===== config.mk =====
export PLATFORM = sky130hd
export DESIGN_NAME = display_7seg_scan
export DESIGN_NICKNAME = d
export VERILOG_FILES = /design/src/rtl/display_7seg_pkg.sv /design/src/rtl/bcd_to_7seg.sv /design/src/rtl/display_7seg_scan.sv
export SDC_FILE = /design/constraint.sdc
export NUM_CORES = 1
export LEC_CHECK = 0
export ABC_AREA = 1
export BUFFER_PORTS_ARGS = -buffer_cell sky130_fd_sc_hd__buf_4
export CORE_MARGIN = 5
export CORE_UTILIZATION = 56
export DETAILED_ROUTE_END_ITERATION = 8
export PLACE_DENSITY = 0.76
export SKIP_LAST_GASP = 1
export SLEW_MARGIN = 10
export SYNTH_ARGS = -nofsm -noshare
export SYNTH_HDL_FRONTEND = slang
export SYNTH_SLANG_ARGS = --single-unit

===== constraint.sdc =====
create_clock -name clk -period 3 [get_ports clk]
set_clock_uncertainty 0.2 [all_clocks]
set_input_delay 0.45 -clock clk [delete_from_list [all_inputs] [get_ports clk]]
set_output_delay 0.45 -clock clk [all_outputs]
set_load 0.005 [all_outputs]

===== src/rtl/display_7seg_pkg.sv =====
// Shared constants for the 4-digit 7-segment scanner: digit count, scan slot
// encoding and active-high segment patterns in {g,f,e,d,c,b,a} order.
package display_7seg_pkg;

    localparam int NUM_DIGITS = 4;

    typedef enum logic [1:0] {
        DIG0 = 2'd0,
        DIG1 = 2'd1,
        DIG2 = 2'd2,
        DIG3 = 2'd3
    } digit_e;

    localparam logic [6:0] SEG_0    = 7'b0111111;
    localparam logic [6:0] SEG_1    = 7'b0000110;
    localparam logic [6:0] SEG_2    = 7'b1011011;
    localparam logic [6:0] SEG_3    = 7'b1001111;
    localparam logic [6:0] SEG_4    = 7'b1100110;
    localparam logic [6:0] SEG_5    = 7'b1101101;
    localparam logic [6:0] SEG_6    = 7'b1111101;
    localparam logic [6:0] SEG_7    = 7'b0000111;
    localparam logic [6:0] SEG_8    = 7'b1111111;
    localparam logic [6:0] SEG_9    = 7'b1101111;
    localparam logic [6:0] SEG_DASH = 7'b1000000;
    localparam logic [6:0] SEG_OFF  = 7'b0000000;

    // Select nibble k (k=0 is the rightmost digit) from a packed BCD word.
    function automatic logic [3:0] bcd_nibble(input logic [15:0] v, input logic [1:0] k);
        logic [3:0] n;
        case (k)
            2'd0:    n = v[3:0];
            2'd1:    n = v[7:4];
            2'd2:    n = v[11:8];
            default: n = v[15:12];
        endcase
        return n;
    endfunction

endpackage


===== src/rtl/bcd_to_7seg.sv =====
// Combinational nibble-to-segment decoder; active-high output, codes 10-15 show a dash.
module bcd_to_7seg
    import display_7seg_pkg::*;
(
    input  logic [3:0] nibble,
    output logic [6:0] pattern
);

    always_comb begin
        pattern = SEG_DASH;
        case (nibble)
            4'd0:    pattern = SEG_0;
            4'd1:    pattern = SEG_1;
            4'd2:    pattern = SEG_2;
            4'd3:    pattern = SEG_3;
            4'd4:    pattern = SEG_4;
            4'd5:    pattern = SEG_5;
            4'd6:    pattern = SEG_6;
            4'd7:    pattern = SEG_7;
            4'd8:    pattern = SEG_8;
            4'd9:    pattern = SEG_9;
            default: pattern = SEG_DASH;
        endcase
    end

endmodule


===== src/rtl/display_7seg_scan.sv =====
// Time-multiplexed 4-digit 7-segment driver with frame-coherent BCD snapshot,
// leading-zero blanking and registered, polarity-selectable outputs.
module display_7seg_scan
    import display_7seg_pkg::*;
#(
    parameter int REFRESH_DIV = 50000,  // clk cycles per digit slot, must be >= 2
    parameter bit ACTIVE_LOW  = 1'b1
) (
    input  logic        clk,
    input  logic        rst_n,
    input  logic [15:0] bcd,
    input  logic [3:0]  dp_mask,
    input  logic        blank_lz,
    input  logic        enable,
    output logic [3:0]  an,
    output logic [6:0]  seg,
    output logic        dp,
    output logic        frame_tick
);

    localparam int          CW      = (REFRESH_DIV > 1) ? $clog2(REFRESH_DIV) : 1;
    localparam logic [CW-1:0] CNT_MAX = CW'(REFRESH_DIV - 1);

    localparam logic [3:0] AN_OFF   = {4{ACTIVE_LOW}};
    localparam logic [6:0] SEG_IDLE = {7{ACTIVE_LOW}};
    localparam logic       DP_IDLE  = ACTIVE_LOW;

    logic [CW-1:0] cnt;
    logic          slot_tick;
    digit_e        state, state_nx;
    logic [1:0]    idx;

    logic [15:0] shadow_bcd;
    logic [3:0]  shadow_dp;

    logic [3:0] cur_nibble;
    logic [6:0] cur_pattern;
    logic [3:0] lz_blank;
    logic [3:0] an_h;
    logic [6:0] seg_h;
    logic       dp_h;

    // Slot prescaler
    always_ff @(posedge clk or negedge rst_n) begin
        if (!rst_n)
            cnt <= '0;
        else if (slot_tick)
            cnt <= '0;
        else
            cnt <= cnt + 1'b1;
    end

    assign slot_tick = (cnt == CNT_MAX);

    // Scan FSM: state register
    always_ff @(posedge clk or negedge rst_n) begin
        if (!rst_n)
            state <= DIG0;
        else
            state <= state_nx;
    end

    // Scan FSM: next state, one digit per slot
    always_comb begin
        state_nx = state;
        if (slot_tick) begin
            case (state)
                DIG0:    state_nx = DIG1;
                DIG1:    state_nx = DIG2;
                DIG2:    state_nx = DIG3;
                default: state_nx = DIG0;
            endcase
        end
    end

    assign idx = state;

    // Snapshot at the frame wrap so the CPU can update bcd without tearing.
    always_ff @(posedge clk or negedge rst_n) begin
        if (!rst_n) begin
            shadow_bcd <= '0;
            shadow_dp  <= '0;
            frame_tick <= 1'b0;
        end else begin
            frame_tick <= 1'b0;
            if (slot_tick && state == DIG3) begin
                shadow_bcd <= bcd;
                shadow_dp  <= dp_mask;
                frame_tick <= 1'b1;
            end
        end
    end

    assign cur_nibble = bcd_nibble(shadow_bcd, idx);

    bcd_to_7seg u_dec (
        .nibble  (cur_nibble),
        .pattern (cur_pattern)
    );

    // Digit k is a leading zero when it and every digit to its left are zero.
    always_comb begin
        lz_blank    = 4'b0000;
        lz_blank[3] = (shadow_bcd[15:12] == 4'd0);
        lz_blank[2] = lz_blank[3] && (shadow_bcd[11:8] == 4'd0);
        lz_blank[1] = lz_blank[2] && (shadow_bcd[7:4] == 4'd0);
    end

    // Scan FSM: output decode, active-high before the polarity register
    always_comb begin
        an_h  = enable ? (4'b0001 << idx) : 4'b0000;
        seg_h = (blank_lz && lz_blank[idx]) ? SEG_OFF : cur_pattern;
        dp_h  = shadow_dp[idx];
    end

    always_ff @(posedge clk or negedge rst_n) begin
        if (!rst_n) begin
            an  <= AN_OFF;
            seg <= SEG_IDLE;
            dp  <= DP_IDLE;
        end else begin
            an  <= an_h  ^ AN_OFF;
            seg <= seg_h ^ SEG_IDLE;
            dp  <= dp_h  ^ DP_IDLE;
        end
    end

endmodule

==> run metrics <==
Clock Sinks=51; CP Launch Type=flip-flop; global-route layer with the greatest usage=met2; DP Area=0.00286 mm²; total global routing overflow=0; First DRT Iteration DRCs=123; clock tree from TritonCTS=built; flop2flop setup slack=just under 0.6 ns; area leader, netlist=dfrtp_1; Yosys reg bits=51; Fmax=415 MHz; met3 Use GR=5.79%; post-DP HPWL=3.72 mm; commonest non-fill, non-tap cell in the layout=nand2_1; Layout Cells excl Fill=a little over 400; routed len/inst=12.3 µm; Hold Startpoint=enable; Layout fillers=377; syn avg cell area=between 8 and 9 µm²; final worst slack=~0.59 ns; sequential share of the synthesized area=50.6%; Post-Place Cells=about 400; Final Cell Area=0.00299 mm²; outcome=finished, final reports clean; Setup-failing EPs final=0; Final #Nets=394; DR vias/cell=4.93; M2 GR Usage=27.1%; total inserted antenna cells=0; share of cells above drive strength 1=19.2%; worst endpoint data arrival time=2.43 ns; Max Slew Vio Count=0; unrepaired setup endpoints after global routing=false; Cell variety after synth=24; most frequent cells in the layout=nand2_1 (123), dfrtp_1 (39), buf_4 (37); num rows=24; pwr/cell area=roughly 410 mW/mm²; Mapped Area=0.00255 mm²; CP startpoint=idx[0]; Worst Hold Margin=between 0.1 and 0.15 ns; Critical Path End Type=flip-flop; final period utilization=80.4%; Lkg Pwr=roughly 1.5 nW; RR Endpoint=seg[3]; met1 Resource Use GR=25.8%; first-pass GRT wire length=8.98 mm; Post-Route WL=5.06 mm; r2r worst-path depth=10; max_cap viols=0; drt pass-1 iters=4; vias in the first global route=1988; Hold Buf Count CTS=1; Clock Tree Root=clkbuf_8; Syn. warnings=0; Mapped Cells=318; total negative slack=0 ns; Mapped Nets=about 350; Port Buffers=36; Final Wtd Congestion=about 0.83; full die area=0.00601 mm²; Starting Density=58.2%; Ports=37; Clk Latency, worst-skew pair=0.30 ns; Synth top area share=approximately two fifths; hold crit path type=input port to flip-flop; CP Data Required Time=3.02 ns; VDD IR-drop max=317 µV; Post-CTS Resized=0; Die Y=77.5 µm; post-CTS setup buffer count=0; Final Hold Vio Count=0; initial antenna violation count=0; Final min period=2.41 ns; Hold Path Sink=an[3]; Syn-to-layout area delta=17.1%; reg2reg start=idx[0]; antenna viol nets, final=0; DIE WIDTH=77.5 µm; largest net degree at the start of global routing=between 50 and 60; gr usage total=18.3%; CP max FO=8; H-Tree Depth=2; core footprint=0.00438 mm²; worst-margin pin slew=0.613 ns; Slew HR=59.1%; DR vias=2032; Post-Place Worst Slack=around 0.64 ns; kind of critical path=flip-flop to flip-flop; TritonCTS buffer count=5; synth top area cells=dfrtp_1 (38%), nand2_1 (18%), dfstp_2 (12%); hold path depth=2; DRC=0; CTS max path bufs=2; Worst-path clk slew=0.09 ns
==> sequential cells by signal (all words and copies together), names as in the netlist <==
name,count
idx,2
shadow_dp,4
dp,1
cnt,16
seg,7
an,4
frame_tick,1
shadow_bcd,16
==> metal layers <==
layer  part of all wire (%)  vias to the layer above
met5                      0                        -
met4                    1.3                        0
met3                    6.3                        7
met2                     43                       57
met1                     49                      919
li1                       -                     1049
==> cells by family (layout without fill, tap and decap cells) <==
group	count (synthesis)	after routing	synth area share [%]
adder cells (fa/ha/maj)	11	11	5.39
buffers and inverters	44	86	7.31
XOR/XNOR	8	8	2.75
AND/OR/NAND/NOR	190	190	30.8
flip-flops	51	51	50.6
AO/OA/AOI/OAI	14	14	3.09
==> worst max path at each step <==
stage,end,slack [ns],cells past startpoint
global placement,seg[3],0.70,10
global route,seg[3],0.34,10
detailed placement,seg[5],0.64,11
finish,seg[3],0.59,10
CTS,seg[3],0.57,10
floorplan,seg[3],0.87,10
==> area by class of cell <==
class	instances	area, µm²	area share [%]
inverters	40	151	5.07
clock buffers	6	82.6	2.76
flip-flops and latches	51	1290	43.2
multi-input cells	223	1070	35.9
well taps	52	65.1	2.18
clock inverters	2	35.0	1.17
repair buffers	38	288	9.64
==> critical path, cell delays in order, from the launching register on <==
cell     delay [ns]
dfrtp_1        0.48
inv_1          0.14
ha_1           0.28
nand2_1        0.09
nand2_1        0.04
o21ai_0        0.42
ha_1           0.33
inv_1          0.06
nand3_1        0.10
nand3_1        0.11
nand3_1        0.07
==> synth_stat cells <==
library cell	n
a21oi_1	4
a32o_1	1
and2_1	1
buf_2	1
buf_4	1
buf_6	2
clkinv_2	1
dfrtp_1	39
dfstp_2	12
ha_1	11
inv_1	34
inv_2	5
nand2_1	123
nand2_2	1
nand3_1	28
nand3_2	1
nor2_1	25
nor2_4	2
nor3_1	8
o21ai_0	7
o21ai_1	1
o21ai_2	1
or2_2	1
xor2_1	8
==> power by group <==
part / switching, W / internal [W]
sequential: 0.000000153 / 0.000689
clock: 0.000217 / 0.000270
combinational: 0.0000178 / 0.0000204
total: 0.000234 / 0.000979
==> metrics by stage <==
step / power [W] / utilization (%)
final: 0.00121 / 68.1
after global routing: 0.00127 / 68.1
after CTS: 0.00123 / 68.1
after detailed placement: 0.000740 / 65.2
after global placement: 0.000740 / 65.2
after floorplan: 0.000703 / -
Power figures use the tool's default switching activity.
